$ cat src/rtl/kgp_imem_loader.sv
// Boot-time program loader: assembles a length-prefixed, XOR-checksummed byte stream into
// big-endian 32-bit words, writes them to instruction BRAM and holds the CPU in reset until verified.
module kgp_imem_loader #(
  parameter int unsigned ADDR_W    = 10,
  parameter int unsigned BASE_ADDR = 0
) (
  input  logic              clka,
  input  logic              reset,
  input  logic              in_valid,
  input  logic [7:0]        in_data,
  output logic              in_ready,
  output logic              imem_we,
  output logic [ADDR_W-1:0] imem_addr,
  output logic [31:0]       imem_din,
  output logic              cpu_reset,
  output logic              load_done,
  output logic              load_error,
  output logic [15:0]       words_loaded
);

  typedef enum logic [2:0] {StLenHi, StLenLo, StData, StCheck, StDone, StError} state_e;

  localparam logic [16:0] MaxWords = 17'(1) << ADDR_W;

  state_e              state_q, state_d;
  logic [15:0]         len_q, len_d;
  logic [1:0]          byte_cnt_q, byte_cnt_d;
  logic [23:0]         asm_q, asm_d;
  logic [7:0]          csum_q, csum_d;
  logic [15:0]         words_q, words_d;
  logic                we_q, we_d;
  logic [ADDR_W-1:0]   addr_q, addr_d;
  logic [31:0]         din_q, din_d;
  logic                ready_q, ready_d;
  logic                cpu_rst_q, cpu_rst_d;
  logic                done_q, done_d;
  logic                err_q, err_d;

  logic        xfer;
  logic [15:0] len_full;
  logic        last_word;

  assign xfer      = in_valid & ready_q;
  assign len_full  = {len_q[15:8], in_data};
  assign last_word = (words_q + 16'd1) == len_q;

  always_ff @(posedge clka) begin
    if (reset) begin
      state_q <= StLenHi;
    end else begin
      state_q <= state_d;
    end
  end

  always_comb begin
    state_d = state_q;
    unique case (state_q)
      StLenHi: if (xfer) state_d = StLenLo;
      StLenLo: begin
        if (xfer) begin
          if ({1'b0, len_full} > MaxWords) state_d = StError;
          else if (len_full == 16'd0)      state_d = StCheck;
          else                             state_d = StData;
        end
      end
      StData:  if (xfer && byte_cnt_q == 2'd3 && last_word) state_d = StCheck;
      StCheck: if (xfer) state_d = (in_data == csum_q) ? StDone : StError;
      default: state_d = state_q;
    endcase
  end

  always_comb begin
    len_d      = len_q;
    byte_cnt_d = byte_cnt_q;
    asm_d      = asm_q;
    csum_d     = csum_q;
    words_d    = words_q;
    we_d       = 1'b0;
    addr_d     = addr_q;
    din_d      = din_q;
    if (xfer) begin
      unique case (state_q)
        StLenHi: len_d[15:8] = in_data;
        StLenLo: len_d[7:0]  = in_data;
        StData: begin
          asm_d      = {asm_q[15:0], in_data};
          csum_d     = csum_q ^ in_data;
          byte_cnt_d = byte_cnt_q + 2'd1;
          if (byte_cnt_q == 2'd3) begin
            // Address uses the pre-increment count; the write lands in the cycle it advances.
            we_d    = 1'b1;
            din_d   = {asm_q, in_data};
            addr_d  = ADDR_W'(BASE_ADDR) + ADDR_W'(words_q);
            words_d = words_q + 16'd1;
          end
        end
        default: ;
      endcase
    end
    ready_d   = (state_d != StDone) && (state_d != StError);
    cpu_rst_d = state_d != StDone;
    done_d    = state_d == StDone;
    err_d     = state_d == StError;
  end

  always_ff @(posedge clka) begin
    if (reset) begin
      len_q      <= '0;
      byte_cnt_q <= '0;
      asm_q      <= '0;
      csum_q     <= '0;
      words_q    <= '0;
      we_q       <= 1'b0;
      addr_q     <= ADDR_W'(BASE_ADDR);
      din_q      <= '0;
      ready_q    <= 1'b0;
      cpu_rst_q  <= 1'b1;
      done_q     <= 1'b0;
      err_q      <= 1'b0;
    end else begin
      len_q      <= len_d;
      byte_cnt_q <= byte_cnt_d;
      asm_q      <= asm_d;
      csum_q     <= csum_d;
      words_q    <= words_d;
      we_q       <= we_d;
      addr_q     <= addr_d;
      din_q      <= din_d;
      ready_q    <= ready_d;
      cpu_rst_q  <= cpu_rst_d;
      done_q     <= done_d;
      err_q      <= err_d;
    end
  end

  assign in_ready     = ready_q;
  assign imem_we      = we_q;
  assign imem_addr    = addr_q;
  assign imem_din     = din_q;
  assign cpu_reset    = cpu_rst_q;
  assign load_done    = done_q;
  assign load_error   = err_q;
  assign words_loaded = words_q;

endmodule

$ cat config.mk
export PLATFORM = sky130hd
export DESIGN_NAME = kgp_imem_loader
export DESIGN_NICKNAME = d
export VERILOG_FILES = /design/src/rtl/kgp_imem_loader.sv
export SDC_FILE = /design/constraint.sdc
export NUM_CORES = 1
export LEC_CHECK = 0
export BUFFER_PORTS_ARGS = -buffer_cell sky130_fd_sc_hd__buf_2
export CAP_MARGIN = 20
export CELL_PAD_IN_SITES_DETAIL_PLACEMENT = 1
export CELL_PAD_IN_SITES_GLOBAL_PLACEMENT = 2
export CORE_UTILIZATION = 35
export DETAILED_ROUTE_END_ITERATION = 12
export HOLD_SLACK_MARGIN = 0.1
export PLACE_DENSITY_LB_ADDON = 0.12
export SYNTH_ARGS = -nofsm -noshare
export SYNTH_HDL_FRONTEND = slang
export SYNTH_SLANG_ARGS = --single-unit
$ cat constraint.sdc
create_clock -name clka -period 3.5 [get_ports clka]
set_input_delay 0.175 -clock clka [delete_from_list [all_inputs] [get_ports clka]]
set_output_delay 0.175 -clock clka [all_outputs]
set_load 0.01 [all_outputs]
# ---- Word-level counts from Yosys, hierarchy flattened
# Index checks and enable logic that the tools add are counted.
dict set report word_totals {
  reg_bits 116
  mem_bits_rw 0
  memories 0
  elab_cells 50
  rom_bits 0
  out_inout_bits 63
  inputBits 11
  latchBits 0
}
dict set report classes {
  n_bitwise 4
  eq_ne 10
  addsub 2
  n_lt_le_gt_ge 1
  mux 9
  shift 0
  n_div 0
  n_reduce_logical 10
  mul 0
}
# cell count
set op_table {}
lappend op_table {{adder 16 x 1 -> 16 bit, second input constant} 1}
lappend op_table {{equality test 16 bit} 1}
lappend op_table {{greater-than comparator 16 x 11 -> 1 bit, second input constant} 1}
lappend op_table {{logical NOT 16 bit} 1}
lappend op_table {{two-way mux 3 bit} 5}
lappend op_table {{case mux 3 bit (4 select lines)} 1}
lappend op_table {{equality test 8 bit} 1}
lappend op_table {{bitwise XOR 8 bit} 1}
lappend op_table {{equality test 3 x 2 -> 1 bit, second input constant} 2}
lappend op_table {{equality test 3 bit, second input constant} 2}
lappend op_table {{!= test 3 bit, second input constant} 2}
lappend op_table {{AND reduction 2 bit} 3}
lappend op_table {{equality test 3 x 1 -> 1 bit, second input constant} 1}
lappend op_table {{logical AND 1 bit} 3}
lappend op_table {{logical NOT 3 bit} 1}
lappend op_table {{two-way mux 1 bit} 3}
lappend op_table {{AND reduction 3 bit} 1}
lappend op_table {{OR reduction 3 bit} 1}
lappend op_table {{adder 2 x 1 -> 2 bit, second input constant} 1}
lappend op_table {{equality test 2 bit, second input constant} 1}
lappend op_table {{inverter 1 bit} 2}
lappend op_table {{AND 1 bit} 1}

# ---- Longest topological paths before layout
# Gate-level depths: netlist of the first run.
dict set report depth {
  word_depth 7
  mapped_depth 8
  depth_no_buf 7
}

# ---- Worst setup path after synthesis of the first run
# Ideal clock, no wire load.
dict set report synth_path {
  path_kind {register to register}
  from {register words_q[0] (netlist: words_loaded[0])}
  to {register state_q[0]}
  synth_period_minus_slack_ns 2.304
  t_arrival_ns 2.216
  t_required_ns 3.412
  stages_incl_launch_ff 8
  setup_slack_ns 1.196
  setup_time_ns 0.088
  path_buffers 1
  cell_sequence {dfxtp_1 ha_1 nand3_4 or2_1 buf_2 o41a_1 a2111o_1 o32ai_2}
}
dict set report synth_between {
  elab_chain_len 5
}
# element line_no
set synth_rtl {}
lappend synth_rtl {{start, declared} 30} ;# logic [15:0] words_q, words_d;
lappend synth_rtl {{start signal, assigned} 125} ;# words_q <= words_d;
lappend synth_rtl {{adder 16 x 1 -> 16 bit} 45} ;# assign last_word = (words_q + 16'd1) == len_q;
lappend synth_rtl {{equality test 16 bit} 45}
lappend synth_rtl {{logical AND 1 bit} 66} ;# StData: if (xfer && byte_cnt_q == 2'd3 && last_word) state_d = StCheck;
lappend synth_rtl {{two-way mux 3 bit} 66}
lappend synth_rtl {{case mux 3 bit (4 select lines)} 57} ;# unique case (state_q)
lappend synth_rtl {{end signal, assigned} 49} ;# state_q <= StLenHi;
lappend synth_rtl {{end signal, assigned} 51} ;# state_q <= state_d;
lappend synth_rtl {{end, declared} 25} ;# state_e state_q, state_d;
# No other way between the ends.
# A chain may end at the register's enable or synchronous reset.

# ---- Worst setup path after layout of the first run
# Same ends and word-level chain as after synthesis.

==> impl_metrics.py, run 1 <==
metrics = {
    "die": {
        "rows": 42,
        "die-area_um2": 14000,
        "die_height_um": 118,
        "ios": 74,
        "core_um2": 13200,
        "initial_utilization_pct": 35.9,
        "die_w_um": 118,
    },
    "detailed_routing": {
        "first_pass_iters": 4,
        "vias": 4152,
        "ant_nets": 0,
        "drc_errors": 0,
        "avgRoutedWirePerCell_um": 15.8,
        "finalWirelength_um": 13200,
        "vias_per_cell": 4.96,
        "drt_iter0_drc": 214,
    },
    "min_path": {
        "holdPathStages": 3,
        "hold_end": "len_q[7]$_SDFFE_PP0P_",
        "hp-class": "in -> reg",
        "worstHoldStart": "in_data[7]",
    },
    "grt": {
        "use_met3_pct": 5.50,
        "globalRouteMet2Util_pct": 33.6,
        "grt_pass1_wl_um": 21700,
        "antenna_found_initial": 0,
        "grt_max_degree": 51,
        "use_met1_pct": 24.5,
        "grt_use_total_pct": 20.1,
        "grt_overflow_total": 0,
        "grt_pass1_vias": 4170,
        "grt.busiest_layer": "met2",
    },
    "synth": {
        "syn_area_um2": 4730,
        "postSynthAreaPerCell_um2": 8.16,
        "yosysTopAreaCell": "dfxtp_1",
        "synth_top_area_share_pct": 49.1,
        "ys_types": 37,
        "ys_seq_area_share_pct": 49.1,
        "synthCells": 580,
        "synth_area_leaders": "dfxtp_1 49%, nand2_1 13%, a21oi_1 8.6%",
        "synth_nets": 593,
        "ys_ff_latch": 116,
        "yosysWarnings": 0,
    },
    "setup_path": {
        "cp.arrival_ns": 2.75,
        "rr_endpoint": "state_q[0]$_SDFF_PP0_",
        "reg2reg_slack_ns": 1.07,
        "cp_max_fo": 8,
        "critical_path_class": "reg -> reg",
        "r2r_cells": 6,
        "r2r_start": "words_loaded[0]$_SDFFE_PP0P_",
        "crit_path_start_kind": "register",
        "cp-end-kind": "register",
        "cp_data_required_time_ns": 3.83,
    },
    "clocking": {
        "hold_buffers": 7,
        "cts_setup_buffers": 0,
        "h-tree-depth": 4,
        "cts_tree": "done",
        "clk_pin_slew_ns": 0.05,
        "cts_resized": 0,
        "clockBufferDepth": 2,
        "clk_latency_ns": 0.42,
        "cts_buffers": 17,
        "cts-root-buf": "clkbuf_16",
        "clock-sinks": 116,
    },
    "finish": {
        "finish.instance_area_um2": 5920,
        "mostFrequentLayoutCell": "nand2_1",
        "layout-drive-gt1-share_pct": 17.1,
        "final_cell_mix": "158 x nand2_1, 116 x dfxtp_1, 81 x a21oi_1",
        "fillCellCount": 1622,
        "antenna_cells": 0,
        "area_growth_pct": 25.1,
        "final_nets": 661,
    },
    "sta": {
        "slew_violations": 0,
        "tns_ns": 0,
        "rsz0062_at_grt": "no",
        "slew_headroom_pct": 30.4,
        "hold_viol_final": 0,
        "min_period_over_period_pct": 69.3,
        "worst_pin_slew_ns": 1.04,
        "fmax_mhz": 412,
        "finClkSkew_ns": 0.00591,
        "fin_crit_ns": 2.43,
        "setup_viol": 0,
    },
    "run_status": {
        "status": "finished, final reports clean",
    },
    "power_and_ir_drop": {
        "power.density_nw_per_um2": 560,
        "leakagePower_nw": 2.25,
        "irDropWorstVdd_mv": 0.349,
    },
    "run": {
        "maxCapViolCount": 0,
    },
    "place": {
        "dp_hpwl_um": 8870,
        "place_area_um2": 5230,
        "io_buffers": 73,
        "gp_congestion": 0.792,
    },
}
critical path, stage by stage, from the launching register on:
cell and delay [ns]:
dfxtp_1 0.50, ha_1 0.31, nand3_4 0.13, or2_1 0.36
o41a_1 0.41, a2111o_1 0.38, o32ai_2 0.25
worst max path at each step:
stage	endpoint	depth (start not counted)	slack, ns	from
finish	state_q[0]$_SDFF_PP0_	6	1.07	words_loaded[0]$_SDFFE_PP0P_
detailed placement	state_q[0]$_SDFF_PP0_	6	1.10	words_loaded[0]$_SDFFE_PP0P_
global placement	state_q[0]$_SDFF_PP0_	6	1.17	state_q[1]$_SDFF_PP0_
CTS	state_q[0]$_SDFF_PP0_	6	1.06	state_q[1]$_SDFF_PP0_
floorplan	state_q[0]$_SDFF_PP0_	7	1.20	words_loaded[0]$_SDFFE_PP0P_
global route	state_q[0]$_SDFF_PP0_	6	0.82	state_q[1]$_SDFF_PP0_
layer usage:
layer	wire length, um	vias to the layer above
li1	-	2063
met1	6120	2010
met2	6470	59
met3	423	20
met4	224	0
met5	0	-
state kept, by name, summed over array words and instances, names as in the netlist:
name          cells
asm_q            24
byte_cnt_q        2
cpu_reset         1
csum_q            8
imem_addr        10
imem_din         32
imem_we           1
in_ready          1
len_q            16
load_done         1
load_error        1
state_q           3
words_loaded     16
kinds of logic (layout without fill, tap and decap cells):
family | Yosys count | after routing | share of synthesized area, %
AO/OA/AOI/OAI | 105 | 105 | 12.5
buffers and inverters | 40 | 121 | 3.33
multiplexers | 10 | 10 | 2.14
adder cells (fa/ha/maj) | 2 | 2 | 0.529
XOR/XNOR | 54 | 54 | 10.0
flip-flops | 116 | 116 | 49.1
AND/OR/NAND/NOR | 253 | 253 | 22.5
layout make-up:
type | count | area (um2) | area share, %
well taps | 176 | 220 | 3.72
inverters | 2 | 7.51 | 0.127
repair buffers | 87 | 490 | 8.29
flip-flops and latches | 116 | 2320 | 39.2
multi-input cells | 424 | 2260 | 38.1
clock inverters | 10 | 179 | 3.02
clock buffers | 22 | 444 | 7.50
Yosys cell counts (all sizes together):
master and instances:
nand2 158, dfxtp 116, a21oi 81, nor2 49, clkbuf 32, xnor2 29, xor2 25, o21ai 10
mux2i 9, nand3 9, nor3 9, nand4 7, buf 6, nor4 5, nand2b 4, a2111o 3
nor2b 3, o2111ai 3, or2 3, a31oi 2, ha 2, inv 2, o211ai 2, or3 2
a211o 1, a311o 1, and4 1, mux2 1, nand4b 1, nor3b 1, o32ai 1, o41a 1
or4 1
where the power goes:
part / total [mW] / leakage, nW / internal [mW] / switching, mW
clock network: 1.86 / 0.306 / 1.26 / 0.597
registers: 1.35 / 0.936 / 1.33 / 0.0146
logic: 0.112 / 1.01 / 0.0419 / 0.0697
total: 3.31 / 2.25 / 2.63 / 0.682
per-stage QoR:
stage | hold slack [ns] | setup WS (ns) | power (mW) | cells | util (%)
floorplan | 0.311 | 1.20 | 1.44 | 580 | -
global placement | 0.441 | 1.17 | 1.48 | 798 | 39.6
detailed placement | 0.445 | 1.10 | 1.48 | 798 | 39.6
CTS | 0.100 | 1.06 | 3.35 | 837 | 44.9
global route | 0.114 | 0.817 | 3.44 | 837 | 44.9
finish | 0.117 | 1.07 | 3.31 | 837 | 44.9
Power figures use the tool's default switching activity.
==> run 2, diff against run 1 <==
ABC_AREA = 1   (was not set)
CORE_UTILIZATION = 29   (was 35)
clock period = 2.13 ns   (was 3.5 ns; I/O delays follow)
==> impl_metrics.py, run 2 <==
metrics = {
    "run_status": {
        "status": "finished, final reports clean",
    },
    "synth": {
        "synth_enable_flop_cells": 0,
        "yosysWarnings": 0,
        "ys_ff_latch": 116,
        "synthFlopType": "dfxtp_1",
        "syn_area_um2": 4970,
        "synth_top_area_share_pct": 46.7,
        "yosysTopAreaCell": "dfxtp_1",
        "synth_most_common_cell": "nand2_1",
        "synth_nets": 700,
        "synth_area_leaders": "dfxtp_1 47%, nand2_1 14%, a21oi_1 9.3%",
        "synth-async-reset-ratio_pct": 0,
        "synthCells": 687,
        "ys_seq_area_share_pct": 46.7,
        "postSynthAreaPerCell_um2": 7.24,
        "synthTopCellsByCount": "181 x nand2_1, 116 x dfxtp_1, 92 x a21oi_1",
        "ys_types": 28,
    },
    "power_and_ir_drop": {
        "leakagePower_nw": 2.76,
        "power.density_nw_per_um2": 884,
        "power_mw": 5.59,
        "irDropWorstVdd_mv": 0.548,
    },
    "clocking": {
        "clk_pin_slew_ns": 0.06,
        "cts_tree": "done",
        "cts_buffers": 17,
        "cts-root-buf": "clkbuf_16",
        "clk_latency_ns": 0.41,
        "clock-sinks": 116,
        "h-tree-depth": 4,
        "clockBufferDepth": 2,
    },
    "place": {
        "place_area_um2": 5590,
        "dp_hpwl_um": 10800,
        "io_buffers": 73,
        "gp_congestion": 0.835,
        "dp_cells": 961,
        "pre_cts_ws_ns": 0.195,
    },
    "detailed_routing": {
        "vias": 4796,
        "ant_nets": 0,
        "drc_errors": 0,
        "first_pass_iters": 4,
        "vias_per_cell": 4.79,
        "finalWirelength_um": 15700,
        "drt_iter0_drc": 237,
        "avgRoutedWirePerCell_um": 15.7,
    },
    "finish": {
        "finish.instance_area_um2": 6310,
        "multi_input_area_um2": 2340,
        "area_growth_pct": 27.0,
        "fillCellCount": 2055,
        "layout-drive-gt1-share_pct": 18.2,
        "regArea_um2": 2320,
        "mostFrequentLayoutCell": "nand2_1",
        "largest_reg_flops": 32,
        "final_cells": 1001,
        "final_cell_mix": "181 x nand2_1, 116 x dfxtp_1, 92 x a21oi_1",
        "antenna_cells": 0,
        "final_nets": 781,
    },
    "grt": {
        "grt_pass1_vias": 4859,
        "grt_overflow_total": 0,
        "grt_max_degree": 53,
        "grt_pass1_wl_um": 25500,
        "antenna_found_initial": 0,
        "grt_use_total_pct": 18.6,
    },
    "setup_path": {
        "critical-path-slowest-cell": "dfxtp_1",
        "path_buf_inv": 0,
        "cp_max_fo": 7,
        "cp_top_family": "simple AND/OR/NAND/NOR gates",
        "crit_path_start_kind": "register",
        "crit_cells": 12,
        "r2r_cells": 12,
        "cpPeakStageDelay_ns": 0.47,
        "cp-end-kind": "register",
        "cp.arrival_ns": 2.25,
        "path_cells": "nand2_2 -> nor2_8 -> nand3_1 -> nand3_1 -> nand2_1 -> nor2_1 -> nand2_1 -> nor2_1 -> nand3_1 -> nand2_2 -> nand2_2 -> nor2_1",
        "cp_data_required_time_ns": 2.47,
        "critical_path_class": "reg -> reg",
    },
    "die": {
        "rows": 47,
        "initial_utilization_pct": 29.9,
        "die_w_um": 133,
        "ios": 74,
        "die_height_um": 133,
        "die-area_um2": 17700,
        "core_um2": 16600,
    },
    "sta": {
        "setup_ws_ns": 0.223,
        "slew_headroom_pct": 64.9,
        "tns_ns": 0,
        "min_period_over_period_pct": 89.5,
        "worst_pin_slew_ns": 0.527,
        "slew_violations": 0,
        "hold_viol_final": 0,
        "finClkSkew_ns": 0.00830,
        "setup_viol": 0,
        "rsz0062_at_grt": "no",
        "fin_crit_ns": 1.91,
        "fmax_mhz": 524,
    },
    "min_path": {
        "holdPathStages": 3,
        "hp-class": "in -> reg",
    },
    "run": {
        "maxCapViolCount": 0,
    },
}
## run 2: cell count changes in the layout (fill, tap and decap cells not counted), moves of 5 or more
cell / change
nand2_2: +7
nor3_1: -7
nand3_1: +37
clkbuf_1: -5
nand2_1: +23
nor4_1: -5
xnor2_1: -22
nor2_1: +14
inv_1: +46
xor2_1: -20
a21oi_1: +11
o21ai_0: +44
mux2i_1: -9
buf_4: +7
## run 2: layer usage
| metal | routed length (um) | global-route usage, % | up-vias |
|---|---|---|---|
| met5 | 0 | 0 | - |
| li1 | - | - | 2403 |
| met4 | 248 | 6.13 | 0 |
| met2 | 7510 | 31.1 | 71 |
| met3 | 421 | 4.37 | 17 |
| met1 | 7480 | 23.5 | 2305 |
## run 2: worst paths after layout
| path | end | startpoint | slack, ns |
|---|---|---|---|
| setup / recovery | load_error$_SDFF_PP0_ | words_loaded[3]$_SDFFE_PP0P_ | 0.22 |
| hold / removal | imem_din[2]$_SDFFE_PP0P_ | reset | 0.14 |
| setup reg to reg | load_error$_SDFF_PP0_ | words_loaded[3]$_SDFFE_PP0P_ | 0.22 |
| hold reg to reg | imem_din[20]$_SDFFE_PP0P_ | imem_din[20]$_SDFFE_PP0P_ | 0.46 |
## run 2: worst register-to-register path, delay by kind of cell (launching register included)
kind,cells,cell delay [ns]
DFF,1,0.47
and+or+nand+nor,12,1.37
## run 2: cell type report
type                    count  area share [%]
repair buffers             95            8.68
flip-flops and latches    116            36.8
clock inverters            14            3.17
clock buffers              18            6.95
multi-input cells         488            37.1
inverters                  50            2.97
well taps                 220            4.36
## run 2: timing repair
action / CTS / global route
endpoints found under the hold margin: 14 / 0
hold buffers: 7 / 0
endpoints found under the setup margin: 0 / 4
resized for setup: 0 / 2
buffers inserted: 0 / 1
## run 2: cells by family after synthesis
kind of cell / after synthesis / synth area share [%]
buffers and inverters: 83 / 6.47
xor gates and xnor gates: 13 / 2.57
DFF: 116 / 46.7
AOI/OAI and AO/OA: 155 / 16.0
and+or+nand+nor: 318 / 27.7
adders and majority gates: 2 / 0.503
## run 2: power breakdown
group	switching, mW	internal [mW]
logic	0.173	0.0848
registers	0.0221	2.20
clock network	1.10	2.00
## run 2: per-stage QoR
step	hold slack [ns]	util, %
global placement	0.447	33.6
CTS	0.133	37.9
global route	0.162	37.9
finish	0.144	37.9
floorplan	0.250	-
detailed placement	0.453	33.6
==> run 3, diff against run 2 <==
ABC_AREA = not set   (was 1)
CORE_UTILIZATION = 30   (was 29)
SETUP_SLACK_MARGIN = 0.3   (was not set)
==> impl_metrics.py, run 3 (synthesized netlist as in run 1, its figures left out) <==
metrics = {
    "detailed_routing": {
        "finalWirelength_um": 14300,
        "vias_per_cell": 4.73,
        "first_pass_iters": 4,
        "drc_errors": 0,
        "ant_nets": 0,
        "vias": 4266,
        "avgRoutedWirePerCell_um": 15.9,
        "drt_iter0_drc": 120,
    },
    "grt": {
        "grt_max_degree": 77,
        "antenna_found_initial": 0,
        "grt_pass1_vias": 4436,
        "grt_use_total_pct": 18.8,
        "grt_overflow_total": 0,
        "grt_pass1_wl_um": 23300,
    },
    "die": {
        "die_height_um": 128,
        "die-area_um2": 16300,
        "rows": 45,
        "die_w_um": 128,
        "core_um2": 15300,
        "ios": 74,
        "initial_utilization_pct": 30.9,
    },
    "sta": {
        "hold_viol_final": 0,
        "slew_headroom_pct": 62.2,
        "min_period_over_period_pct": 89.8,
        "finClkSkew_ns": 0.00645,
        "tns_ns": 0,
        "setup_viol": 0,
        "fmax_mhz": 523,
        "slew_violations": 0,
        "fin_crit_ns": 1.91,
        "worst_pin_slew_ns": 0.568,
        "setup_ws_ns": 0.217,
        "rsz0062_at_grt": "yes",
    },
    "clocking": {
        "clk_pin_slew_ns": 0.05,
        "clock-sinks": 116,
        "cts_buffers": 17,
        "clockBufferDepth": 2,
        "clk_latency_ns": 0.41,
        "h-tree-depth": 4,
        "cts_tree": "done",
        "cts-root-buf": "clkbuf_16",
    },
    "finish": {
        "final_cells": 902,
        "final_nets": 694,
        "final_cell_mix": "156 x nand2_1, 105 x dfxtp_1, 81 x a21oi_1",
        "mostFrequentLayoutCell": "nand2_1",
        "layout-drive-gt1-share_pct": 24.0,
        "largest_reg_flops": 32,
        "area_growth_pct": 33.8,
        "antenna_cells": 0,
        "fillCellCount": 1832,
    },
    "setup_path": {
        "crit_path_start_kind": "register",
        "cp-end-kind": "register",
        "cp_data_required_time_ns": 2.45,
        "cp_max_fo": 5,
        "cp.arrival_ns": 2.24,
        "critical_path_class": "reg -> reg",
    },
    "power_and_ir_drop": {
        "p_seq_share_pct": 42.5,
        "power.density_nw_per_um2": 822,
        "clkPwrFrac_pct": 53.4,
        "power_switching_share_pct": 21.4,
        "leakagePower_nw": 2.46,
        "net-switching-power_mw": 1.11,
        "irDropWorstVdd_mv": 0.554,
        "intPower_mw": 4.09,
        "power_frac_comb_pct": 4.2,
    },
    "place": {
        "dp_hpwl_um": 9520,
        "io_buffers": 73,
        "pre_cts_ws_ns": 0.0530,
        "dp_cells": 850,
        "gp_congestion": 0.788,
    },
    "run": {
        "maxCapViolCount": 0,
    },
    "min_path": {
        "hp-class": "in -> reg",
    },
    "run_status": {
        "status": "finished, final reports clean",
    },
}
## run 3: cell types whose count changed in the layout (fill, tap and decap cells not counted), sizes merged, moves of 7 or more
cell	previous run	this run
inv	53	2
nor3	2	9
nand2	189	158
a21oi	92	81
xnor2	7	29
o21ai	54	10
buf	88	109
mux2i	0	9
xor2	5	25
nand3	48	9
nor2	71	49
## run 3: final cells by class
cell class,count,area [um2],share of cell area (%)
multi-input combinational,424,2350,37.2
clock buffer,24,492,7.77
clock inverter,5,75.1,1.19
timing repair buffer,120,785,12.4
tap,211,264,4.17
sequential,116,2350,37.1
inverter,2,7.51,0.119
## run 3: path summary, 6_finish.rpt
| path | from | endpoint | slack (ns) | cells after the start |
|---|---|---|---|---|
| worst max-delay path | words_loaded[0]$_SDFFE_PP0P_ | state_q[0]$_SDFF_PP0_ | 0.22 | 6 |
| worst min register to register | imem_addr[7]$_SDFFE_PP0P_ | imem_addr[7]$_SDFFE_PP0P_ | 0.45 | 2 |
| worst max register to register | words_loaded[0]$_SDFFE_PP0P_ | state_q[0]$_SDFF_PP0_ | 0.22 | 6 |
| worst min-delay path | reset | len_q[15]$_SDFFE_PP0P_ | 0.13 | 2 |
## run 3: power groups by stage
stage          Sequential, mW  Combinational (mW)  Clock (mW)
6_report                 2.21               0.217        2.77
3_3_place_gp             2.25               0.188           0
4_1_cts                  2.21               0.213        2.85
2_1_floorplan            2.25               0.116           0
5_1_grt                  2.21               0.236        2.94
3_5_place_dp             2.26               0.192           0
## run 3: stage by stage
step	instance area (um2)	hold slack, ns	utilization, %	total power [mW]
5_1_grt	6330	0.138	41.3	5.39
6_report	6330	0.129	41.3	5.20
3_3_place_gp	5450	0.439	35.6	2.44
2_1_floorplan	4780	0.242	-	2.36
4_1_cts	6210	0.112	40.6	5.27
3_5_place_dp	5450	0.446	35.6	2.45
## run 3: what timing repair did
action | in CTS | in global routing
cloned | 0 | 0
pin swaps | 7 | 13
endpoints found under the setup margin | 3 | 20
buffers inserted | 7 | 5
hold buffers | 11 | 0
resized for setup | 10 | 19
hold endpoints to repair | 26 | 0
## run 3: critical path, cell delays in order, from the launching register on
cell	delay [ns]
dfxtp_4	0.36
ha_4	0.14
nand3_4	0.07
or2_4	0.26
o41a_1	0.37
a2111o_1	0.37
o32ai_2	0.24
## run 3: routing by layer
| metal | vias up | global-route usage [%] | routed length, um |
|---|---|---|---|
| met4 | 0 | 7.82 | 238 |
| li1 | 2126 | - | - |
| met2 | 70 | 30.9 | 6830 |
| met1 | 2048 | 23.7 | 6850 |
| met3 | 22 | 4.48 | 414 |
| met5 | - | 0 | 0 |
